<file path="src/rtl/seg_pkg.sv">
// Shared constants and types for the 7-segment scan display path.
// Segment codes are active-low {dp, g..a}; the dp bit is left high here.
package seg_pkg;

  localparam int NUM_DIGITS = 6;

  localparam logic [7:0] SEG_0     = 8'hC0;
  localparam logic [7:0] SEG_1     = 8'hF9;
  localparam logic [7:0] SEG_2     = 8'hA4;
  localparam logic [7:0] SEG_3     = 8'hB0;
  localparam logic [7:0] SEG_4     = 8'h99;
  localparam logic [7:0] SEG_5     = 8'h92;
  localparam logic [7:0] SEG_6     = 8'h82;
  localparam logic [7:0] SEG_7     = 8'hF8;
  localparam logic [7:0] SEG_8     = 8'h80;
  localparam logic [7:0] SEG_9     = 8'h90;
  localparam logic [7:0] SEG_MINUS = 8'hBF;
  localparam logic [7:0] SEG_BLANK = 8'hFF;

  typedef enum logic [1:0] {
    LOAD  = 2'd0,
    SHIFT = 2'd1,
    DONE  = 2'd2
  } conv_state_t;

  function automatic logic [7:0] seg_decode(input logic [3:0] nib);
    case (nib)
      4'd0:    return SEG_0;
      4'd1:    return SEG_1;
      4'd2:    return SEG_2;
      4'd3:    return SEG_3;
      4'd4:    return SEG_4;
      4'd5:    return SEG_5;
      4'd6:    return SEG_6;
      4'd7:    return SEG_7;
      4'd8:    return SEG_8;
      4'd9:    return SEG_9;
      default: return SEG_BLANK;
    endcase
  endfunction

endpackage

</file>
<file path="src/rtl/bin2bcd_seq.sv">
// Free-running sequential double-dabble converter: 20-bit binary to 6 BCD digits.
// One conversion every 22 clocks (LOAD, 20 x SHIFT, DONE); valid pulses in DONE.
module bin2bcd_seq
  import seg_pkg::*;
#(
  parameter logic [19:0] DATA_MAX = 20'd999_999
) (
  input  logic        clk,
  input  logic        rst,
  input  logic [19:0] bin,
  output logic [23:0] bcd,
  output logic        valid
);

  conv_state_t state, state_nxt;
  logic [4:0]  iter;
  logic [19:0] bin_sr;
  logic [23:0] bcd_sr;
  logic [23:0] bcd_adj;
  logic [43:0] shifted;

  // NOTE: all registered state uses non-blocking assignments so every flop samples pre-edge values.
  always_ff @(posedge clk) begin
    if (rst) state <= LOAD;
    else     state <= state_nxt;
  end

  // NOTE: the default assignment first guarantees every path drives state_nxt, so no latch is inferred.
  always_comb begin
    state_nxt = state;
    case (state)
      LOAD:    state_nxt = SHIFT;
      SHIFT:   if (iter == 5'd19) state_nxt = DONE;
      DONE:    state_nxt = LOAD;
      default: state_nxt = LOAD;
    endcase
  end

  // Add-3 correction on every nibble that would overflow past 9 after doubling.
  always_comb begin
    bcd_adj = bcd_sr;
    for (int i = 0; i < NUM_DIGITS; i++) begin
      if (bcd_sr[4*i +: 4] >= 4'd5) bcd_adj[4*i +: 4] = bcd_sr[4*i +: 4] + 4'd3;
    end
  end

  assign shifted = {bcd_adj, bin_sr} << 1;

  always_ff @(posedge clk) begin
    if (rst) begin
      iter   <= 5'd0;
      bin_sr <= 20'd0;
      bcd_sr <= 24'd0;
    end else begin
      case (state)
        LOAD: begin
          bin_sr <= (bin > DATA_MAX) ? DATA_MAX : bin;
          bcd_sr <= 24'd0;
          iter   <= 5'd0;
        end
        SHIFT: begin
          {bcd_sr, bin_sr} <= shifted;
          iter             <= iter + 5'd1;
        end
        default: ;
      endcase
    end
  end

  assign bcd   = bcd_sr;
  assign valid = (state == DONE);

endmodule

</file>
<file path="src/rtl/seg_scan_bcd.sv">
// 6-digit common-anode display driver: BCD conversion, leading-zero blanking,
// minus sign, decimal points and time-multiplexed registered segment/select outputs.
module seg_scan_bcd
  import seg_pkg::*;
#(
  parameter logic [15:0] SCAN_MAX = 16'd49_999,
  parameter logic [19:0] DATA_MAX = 20'd999_999
) (
  input  logic        clk,
  input  logic        rst,
  input  logic [19:0] data,
  input  logic        neg,
  input  logic [5:0]  point,
  input  logic        seg_en,
  output logic [5:0]  sel,
  output logic [7:0]  seg
);

  logic [23:0] conv_bcd;
  logic        conv_valid;
  logic        load_cyc;
  logic        neg_lat;
  logic [23:0] disp_bcd;
  logic        disp_neg;
  logic [15:0] scan_cnt;
  logic [2:0]  digit_idx;
  logic [5:0]  shown;
  logic [5:0]  minus_at;
  logic        seen;
  logic [3:0]  cur_nib;
  logic [7:0]  cur_code;

  bin2bcd_seq #(.DATA_MAX(DATA_MAX)) u_conv (
    .clk   (clk),
    .rst   (rst),
    .bin   (data),
    .bcd   (conv_bcd),
    .valid (conv_valid)
  );

  // The converter is in LOAD right after reset and right after DONE; neg is latched alongside data.
  always_ff @(posedge clk) begin
    if (rst) begin
      load_cyc <= 1'b1;
      neg_lat  <= 1'b0;
      disp_bcd <= 24'd0;
      disp_neg <= 1'b0;
    end else begin
      load_cyc <= conv_valid;
      if (load_cyc) neg_lat <= neg;
      if (conv_valid) begin
        disp_bcd <= conv_bcd;
        disp_neg <= neg_lat;
      end
    end
  end

  always_ff @(posedge clk) begin
    if (rst) begin
      scan_cnt  <= 16'd0;
      digit_idx <= 3'd0;
    end else if (scan_cnt == SCAN_MAX) begin
      scan_cnt  <= 16'd0;
      digit_idx <= (digit_idx == 3'd5) ? 3'd0 : digit_idx + 3'd1;
    end else begin
      scan_cnt  <= scan_cnt + 16'd1;
    end
  end

  // A digit is shown once any digit at or above it is non-zero; digit 0 is always shown.
  always_comb begin
    shown    = '0;
    minus_at = '0;
    seen     = 1'b0;
    for (int i = NUM_DIGITS - 1; i >= 1; i--) begin
      seen     = seen | (disp_bcd[4*i +: 4] != 4'd0);
      shown[i] = seen;
    end
    shown[0] = 1'b1;
    for (int i = 1; i < NUM_DIGITS; i++) begin
      minus_at[i] = disp_neg & ~shown[i] & shown[i-1];
    end

    cur_nib = disp_bcd[{digit_idx, 2'b00} +: 4];
    if (shown[digit_idx])         cur_code = seg_decode(cur_nib);
    else if (minus_at[digit_idx]) cur_code = SEG_MINUS;
    else                          cur_code = SEG_BLANK;
    if (point[digit_idx]) cur_code[7] = 1'b0;
  end

  always_ff @(posedge clk) begin
    if (rst || !seg_en) begin
      sel <= 6'h3F;
      seg <= 8'hFF;
    end else begin
      sel <= ~(6'b000001 << digit_idx);
      seg <= cur_code;
    end
  end

endmodule
</file>
<file path="config.mk">
export PLATFORM = sky130hd
export DESIGN_NAME = seg_scan_bcd
export DESIGN_NICKNAME = d
export VERILOG_FILES = /design/src/rtl/seg_pkg.sv /design/src/rtl/bin2bcd_seq.sv /design/src/rtl/seg_scan_bcd.sv
export SDC_FILE = /design/constraint.sdc
export NUM_CORES = 1
export LEC_CHECK = 0
export BUFFER_PORTS_ARGS = -buffer_cell sky130_fd_sc_hd__buf_2
export CORE_MARGIN = 2
export CORE_UTILIZATION = 60
export DETAILED_ROUTE_END_ITERATION = 7
export PLACE_DENSITY = 0.82
export SLEW_MARGIN = 20
export SYNTH_ARGS = -nofsm -noshare
export SYNTH_HDL_FRONTEND = slang
export SYNTH_HIERARCHICAL = 1
export SYNTH_SLANG_ARGS = --single-unit
</file>
<file path="constraint.sdc">
create_clock -name clk -period 3.18 [get_ports clk]
set_clock_uncertainty 0.1 [all_clocks]
set_input_delay 0.159 -clock clk [delete_from_list [all_inputs] [get_ports clk]]
set_output_delay 0.159 -clock clk [all_outputs]
set_load 0.02 [all_outputs]
</file>
* Yosys cells after proc, flatten, opt, wreduce, memory -nomap -nowiden *
Memory sizes are Yosys's and may differ from the RTL's.
Cells that the tools add are included.

word-level totals
  bits in registers = 111
  bits in latches = 0
  RAM bits = 0
  memory bits (read-only) = 112
  output and inout port bits = 14
  logic and storage cells = 89
  memories kept = 1

memory list
  name             words  width  rd ports  clocked after memory_dff  write ports  RTL line       RTL
  (no name shown)  16     7      1         0                         0            seg_pkg.sv:27  case (nib)

operators by class
  add/subtract/negate cells = 9
  $mul = 0
  div/mod/pow operators = 0
  $lt $le $gt $ge = 8
  eq/ne operators = 6
  shift operators = 2
  multiplexer cells = 22
  bitwise logic cells = 19
  reductions and logical operators = 10

operator list
  kind                                                                count
  one-hot mux 24 bit (2 select lines)                                 1
  one-hot mux 20 bit (2 select lines)                                 1
  greater-or-equal comparator 4 x 3 -> 1 bit (second input constant)  6
  indexed part select 24 x 6 -> 4 bit                                 1
  adder 4 x 2 -> 4 bit (second input constant)                        5
  greater-than comparator 20 bit (second input constant)              1
  two-way mux 20 bit                                                  1
  two-way mux 4 bit                                                   5
  nonzero test 4 bit                                                  5
  adder 16 x 1 -> 16 bit (second input constant)                      1
  equality test 16 bit (second input constant)                        1
  one-hot mux 5 bit (2 select lines)                                  1
  AND 1 bit                                                           9
  binary-select mux 1 bit (select 3 bit)                              3
  two-way mux 8 bit                                                   1
  two-way mux 7 bit                                                   1
  two-way mux 3 bit                                                   2
  inverter 6 bit                                                      1
  << shifter 1 x 3 -> 6 bit (first input constant)                    1
  adder 5 x 1 -> 5 bit (second input constant)                        1
  equality test 5 bit (second input constant)                         1
  inverter 1 bit                                                      5
  < comparator 3 x 4 -> 1 bit (second input constant)                 1
  two-way mux 1 bit                                                   4
  other kinds (14)                                                    17

* Longest topological paths before layout *
Gate-level depths: netlist of the first run.

  depth after elaboration = 12
  depth in mapped cells = 9
  mapped depth without buffers = 8

* Hierarchy *
The synthesis of the first run kept the hierarchy.

by module, submodules not included
  module        times used  cells an instance  area an instance (um2)  sequential area each (um2)
  seg_scan_bcd  1           291                2,746.4                 1,201.2
  bin2bcd_seq   1           317                2,650.0                 1,021.0

* Worst setup path after synthesis of the first run *
No wires, ideal clock.

  path type = register to register
  start point = register u_conv.state[1]
  end point = register disp_bcd[0]
  arrival time = 2.089 ns
  data required time = 2.952 ns
  setup slack = 0.864 ns
  stages on the path, launching flop included = 9
  path buffers = 5
  period minus slack after synthesis = 2.316 ns
  cells stage by stage = dfxtp_1 > clkbuf_1 > buf_2 > buf_2 > nor2b_1 > clkbuf_1 > buf_2 > mux2i_1 > nor2_1

between the ends
  word-level cells in the longest chain between the ends = 1

RTL lines
  item                    RTL line            RTL
  from (decl)             bin2bcd_seq.sv:15   conv_state_t state, state_nxt;
  from (signal assigned)  bin2bcd_seq.sv:25   else state <= state_nxt;
  equality test 2 bit     bin2bcd_seq.sv:71   assign valid = (state == DONE);
  net conv_valid          seg_scan_bcd.sv:20  logic conv_valid;
  to (signal assigned)    seg_scan_bcd.sv:52  disp_bcd <= conv_bcd;
  to (decl)               seg_scan_bcd.sv:23  logic [23:0] disp_bcd;

The timed path passes the listed nets, and every way through them passes these cells.
A chain may end at the register's enable or synchronous reset.

* Worst setup path after layout of the first run *
  start point = register digit_idx[0]
  end point = register seg[3]

between the ends
  word-level cells in the longest chain between the ends = 3
  elaborated cells on any way between the ends = 5

RTL lines
  item                                                                                           RTL line                                RTL
  from (decl)                                                                                    seg_scan_bcd.sv:26                      logic [2:0] digit_idx;
  from (signal assigned)                                                                         seg_scan_bcd.sv:64                      digit_idx <= (digit_idx == 3'd5) ? 3'd0 : digit_idx + 3'd1;
  indexed part select 24 x 6 -> 4 bit or binary-select mux 1 bit (select 3 bit) (tied branches)  seg_scan_bcd.sv:84, seg_scan_bcd.sv:85
  memory read (16 x 7 bit) or two-way mux 1 bit (tied branches)                                  --
  two-way mux 8 bit (*)                                                                          seg_scan_bcd.sv:85                      if (shown[digit_idx]) cur_code = seg_decode(cur_nib);
  to (signal assigned)                                                                           seg_scan_bcd.sv:97                      seg <= cur_code;
  to (decl)                                                                                      seg_scan_bcd.sv:16                      output logic [7:0] seg

Mark *: on every way between the ends. The rest lies on a longest branch, timed or not. The select of a mux whose other input is x is not followed.

==> out/metrics.cfg, run 1 <==
[status]
status=finished clean

[worst_setup_path]
cp.arrival_ns=2.91
critPathMaxFanout=21
cp-start-kind=flip-flop
path_class=flip-flop to flip-flop
cp-end-kind=flip-flop
critPathRequiredTime_ns=3.31

[logic_synthesis]
async_flop_share=0
netlist_area_um2=5400
synth_seq_area_share=0.412
syn-num-nets=658
synth_cell_types=56
ys_ff_latch=111
synth_flop_cell=dfxtp_1
synth_cells=608
ys_warn_count=6
synth_area_per_cell_um2=8.88
synth_edf_count=0

[clocking]
clkTransAtPathRegs_ns=0.10
cts_root_buf=clkbuf_8
htree_num_levels=3
numCtsBuffers=9
clock_path_buffers=2
insertion_delay_ns=0.37
clkSinkCount=111
cts_tree=done

[timing]
worstMarginPinSlew_ns=0.886
maxSlewViolCount=0
final.setup.worst_slack_ns=0.406
setup_viol=0
hold_viol_final=0
setup_tns_ns=0
period_needed_ns=2.77
rsz0062_at_grt=no
slew_headroom=0.408
whs_ns=0.0348
min_period_over_period=0.872
clock.fmax_mhz=360

[detailed_routing]
viasPerCell=5.76
dr.pass1.iters=5
wl_per_cell_um=14.4
postRouteAntennaNets=0
wl_um=11000
dr.first_iter.drc_count=154
drc=0
vias=4397

[global_route]
overflow=0
antenna_found_initial=0
track_usage=0.232
grt_pass1_vias=4168
grt_max_degree=67
grt_first_pass_wirelength_um=18700

[place]
io_buffers=43
gp_congestion=0.892
dp_slack_ns=0.414
dp_hpwl_um=7690

[power]
power_density_nw_per_um2=397
leakage_nw=2.25
power_frac_comb=0.062
sequentialPowerShare=0.603
p_int_w=0.00181
power_frac_clock=0.335
ir_drop_uv=274
p_switching_w=0.000566
swShare=0.238

[run]
maxCapViolations=0

[floorplan]
die-area_um2=9770
die_y_um=98.8
coreArea_um2=8720
start_util=0.619
fp.dieW_um=98.8
io_pins=44
rows=34

[finish]
final_common_cell=dfxtp_1
drive_above_1_share=0.133
fin_nets=700
layout_common_cells=110 x dfxtp_1, 85 x nor2_1, 43 x nand2_1, 43 x buf_2, 40 x mux2i_1
utilization=0.686
antennaDiodeCount=0
syn2layout_area_growth_pct=10.9

[hold_path]
min_path_type=input port to flip-flop

==> per-stage QoR <==
step,total power (W),instance area (um^2),std cells
detailed placement,0.00160,5660,733
finish,0.00238,5980,763
floorplan,0.00155,5400,608
CTS,0.00239,5980,763
global placement,0.00159,5660,733
global route,0.00246,5980,763
==> sequential cells by signal, summed over array words and instances, names as in the netlist <==
signal and count:
scan_cnt 16, neg_lat 1, load_cyc 1, disp_neg 1, seg 8, u_conv/state 2, u_conv/bcd 24, u_conv/iter 5
disp_bcd 24, digit_idx 3, u_conv/bin_sr 20, sel 6
==> critical path, stage by stage (launching register included) <==
cell	delay, ns
dfxtp_1	0.91
mux4_2	0.62
inv_1	0.10
o21ai_1	0.17
a2111oi_2	0.55
o21ai_0	0.19
==> cell type report <==
cell class,instances,area (um^2)
clock buffer,11,151
inverter,28,105
multi-input combinational,436,2930
sequential,111,2220
tap,108,135
timing repair buffer,64,408
clock inverter,5,31.3
fill,677,2740
==> cells in the mapped netlist, types with 3 or more instances <==
cell type,n,share of area
dfxtp_1,111,0.41
nor2_1,85,0.059
nand2_1,43,0.030
mux2i_1,40,0.074
a21oi_1,37,0.034
o21ai_0,30,0.028
inv_1,28,0.019
clkbuf_1,20,0.014
ha_1,20,0.046
nand3_1,18,0.017
xnor2_1,15,0.024
xor2_1,14,0.023
nand2b_1,11,0.013
buf_2,10,0.0093
nor2b_1,10,0.012
a22o_1,9,0.015
a31oi_1,9,0.010
nor3b_1,9,0.013
mux4_2,6,0.025
nand3b_1,6,0.0083
nor3_1,6,0.0056
a221o_1,5,0.0093
and2_1,4,0.0046
nor4_1,4,0.0046
o2bb2ai_1,4,0.0065
o31ai_1,4,0.0056
a211o_1,3,0.0049
a211oi_1,3,0.0042
and3_1,3,0.0035
mux2_2,3,0.0063
nand4_1,3,0.0035
o22ai_1,3,0.0035
or4_4,3,0.0063
==> final timing paths <==
path,from,to,slack (ns),cells after the start
setup reg to reg,digit_idx[0]$_SDFFE_PP0P_,seg[3]$_SDFF_PP1_,0.41,5
hold reg to reg,scan_cnt[0]$_SDFF_PP0_,scan_cnt[0]$_SDFF_PP0_,0.38,1
hold / removal,point[4],seg[7]$_SDFF_PP1_,0.03,4
setup / recovery,digit_idx[0]$_SDFFE_PP0P_,seg[3]$_SDFF_PP1_,0.41,5
==> logic make-up after synthesis <==
logic type	after synthesis	synth area share
muxes	49	0.105
AOI/OAI and AO/OA	120	0.144
buffers and inverters	61	0.0461
and+or+nand+nor	218	0.199
xor gates and xnor gates	29	0.0471
DFF	111	0.412
adders and majority gates	20	0.0464
==> layer usage <==
layer	track usage	routed length [um]	up-vias	share of wire
li1	-	-	2200	-
met1	0.288	4750	2088	0.43
met2	0.402	5660	93	0.52
met3	0.0411	384	16	0.035
met4	0.0864	169	0	0.015
met5	0	0	-	0
==> power by group through the flow <==
stage / combinational [W] / clock (W) / sequential (W)
finish: 0.000146 / 0.000796 / 0.00143
global route: 0.000164 / 0.000859 / 0.00144
CTS: 0.000146 / 0.000814 / 0.00143
detailed placement: 0.000133 / 0 / 0.00147
global placement: 0.000129 / 0 / 0.00146
floorplan: 0.0000824 / 0 / 0.00147
==> what timing repair did <==
action | CTS | global route
endpoints found under the hold margin | 14 | 0
buffers inserted | 0 | 0
gates resized for setup | 0 | 0
hold buffers | 14 | 0
Power figures use the tool's default switching activity.
==> run 2: changes to the inputs <==
Settings changed: PLACE_DENSITY 0.82 to 0.89.
==> out/metrics.cfg, run 2 (synthesis gave the netlist of run 1 again) <==
[place]
dp_hpwl_um=7650  ; was 7690 um
gp_congestion=0.914  ; was 0.892
io_buffers=43  ; unchanged
dp_slack_ns=0.456  ; was 0.414 ns

[finish]
antennaDiodeCount=0  ; unchanged
drive_above_1_share=0.129  ; was 0.133
syn2layout_area_growth_pct=10.9  ; about the same
fin_nets=700  ; unchanged
utilization=0.686  ; about the same
layout_common_cells=110 x dfxtp_1, 85 x nor2_1, 43 x nand2_1, 43 x buf_2, 40 x mux2i_1  ; unchanged
final_common_cell=dfxtp_1  ; unchanged

[global_route]
grt_first_pass_wirelength_um=19000  ; was 18,700 um
track_usage=0.236  ; was 0.232
grt_max_degree=46  ; was 67
grt_pass1_vias=4232  ; was 4,168
antenna_found_initial=0  ; unchanged
overflow=0  ; unchanged

[status]
status=finished clean  ; unchanged

[timing]
slew_headroom=0.407  ; was 0.408
worstMarginPinSlew_ns=0.888  ; was 0.886 ns
clock.fmax_mhz=357  ; was 360 MHz
period_needed_ns=2.80  ; was 2.77 ns
hold_viol_final=0  ; unchanged
setup_tns_ns=0  ; unchanged
rsz0062_at_grt=no  ; unchanged
min_period_over_period=0.880  ; was 0.872
maxSlewViolCount=0  ; unchanged
final.setup.worst_slack_ns=0.380  ; was 0.406 ns
setup_viol=0  ; unchanged
whs_ns=0.0561  ; was 0.0348 ns

[clocking]
postCtsSetupBuffers=0  ; unchanged
cts_root_buf=clkbuf_8  ; unchanged
postCtsResizedCells=0  ; unchanged
numCtsBuffers=9  ; unchanged
insertion_delay_ns=0.37  ; about the same
clkSinkCount=111  ; unchanged
htree_num_levels=3  ; unchanged
clock_path_buffers=2  ; unchanged
clkTransAtPathRegs_ns=0.10  ; about the same
cts_tree=done  ; unchanged

[detailed_routing]
drc=0  ; unchanged
dr.pass1.iters=7  ; was 5
postRouteAntennaNets=0  ; unchanged
wl_um=11400  ; was 11,000 um
wl_per_cell_um=14.9  ; was 14.4 um
dr.first_iter.drc_count=195  ; was 154
vias=4485  ; was 4,397
viasPerCell=5.90  ; was 5.76

[floorplan]
rows=34  ; unchanged
die-area_um2=9770  ; unchanged
coreArea_um2=8720  ; unchanged
fp.dieW_um=98.8  ; unchanged
io_pins=44  ; unchanged
die_y_um=98.8  ; unchanged
start_util=0.619  ; unchanged

[worst_setup_path]
cp-start-kind=flip-flop  ; unchanged
path_class=flip-flop to flip-flop  ; unchanged
critPathRequiredTime_ns=3.32  ; was 3.31 ns
crit_slowest_cell=dfxtp_1  ; unchanged
cp.arrival_ns=2.94  ; was 2.91 ns
cp-end-kind=flip-flop  ; unchanged
critPathMaxStageDelay_ns=0.92  ; was 0.91 ns
cp_cell_sequence=mux4_2, nand2_1, and2_1, inv_1, ha_1, nor4_1, a211oi_1  ; was mux4_2, inv_1, o21ai_1, a2111oi_2, o21ai_0
critPathMaxFanout=21  ; unchanged

[run]
maxCapViolations=0  ; unchanged

[hold_path]
min_path_type=input port to flip-flop  ; unchanged

[power]
power_density_nw_per_um2=405  ; was 397 nW/um^2
ir_drop_uv=268  ; was 274 uV
p_total_w=0.00242  ; was 0.00238 W
leakage_nw=2.24  ; was 2.25 nW

[run 2: cell count changes in the layout (fill, tap and decap cells not counted)]
cell	previous run	this run
clkbuf_8	11	10
bufinv_16	0	1
clkinv_4	0	1
clkinv_2	3	0
inv_6	1	0
[run 2: path summary, 6_finish.rpt]
check                             from                endpoint  slack [ns]  depth (start not counted)
max          digit_idx[0]$_SDFFE_PP0P_       seg[6]$_SDFF_PP1_        0.38                          7
min                           point[5]       seg[7]$_SDFF_PP1_        0.06                          4
max reg2reg  digit_idx[0]$_SDFFE_PP0P_       seg[6]$_SDFF_PP1_        0.38                          7
min reg2reg     scan_cnt[0]$_SDFF_PP0_  scan_cnt[0]$_SDFF_PP0_        0.38                          1
[run 2: critical path, delay by kind of cell (launching register included)]
family / cells / cell delay [ns]
AO/OA/AOI/OAI: 1 / 0.09
adder cells (fa/ha/maj): 1 / 0.21
AND/OR/NAND/NOR: 3 / 0.65
multiplexers: 1 / 0.61
flip-flops: 1 / 0.92
buffers and inverters: 1 / 0.09
[run 2: through the flow]
| step | std cells | cell area, um^2 |
|---|---|---|
| floorplan | 608 | 5400 |
| global placement | 733 | 5660 |
| detailed placement | 733 | 5660 |
| CTS | 760 | 5980 |
| global route | 760 | 5980 |
| finish | 760 | 5980 |
[run 2: area by class of cell]
cell class | instances | area, um^2
fill | 635 | 2740
sequential | 111 | 2220
timing repair buffer | 64 | 408
tap | 108 | 135
inverter | 28 | 105
clock inverter | 3 | 46.3
clock buffer | 10 | 138
multi-input combinational | 436 | 2930
[run 2: routing by layer]
layer	wire length [um]	GRT usage	vias up	part of all wire
met4	177	0.0822	0	0.016
met3	504	0.0369	22	0.044
met1	5000	0.288	2143	0.44
li1	-	-	2189	-
met2	5680	0.422	131	0.50
met5	0	0	-	0
[run 2: timing repair]
| action | in CTS | in global routing |
|---|---|---|
| endpoints found under the setup margin | 0 | 0 |
| hold buffers | 14 | 0 |
| hold endpoints to repair | 14 | 0 |
[run 2: where the power goes]
group	internal [W]	switching (W)	leakage, nW
logic	0.0000670	0.0000827	1.25
clock network	0.000375	0.000463	0.0903
registers	0.00142	0.0000167	0.903
total	0.00186	0.000563	2.24
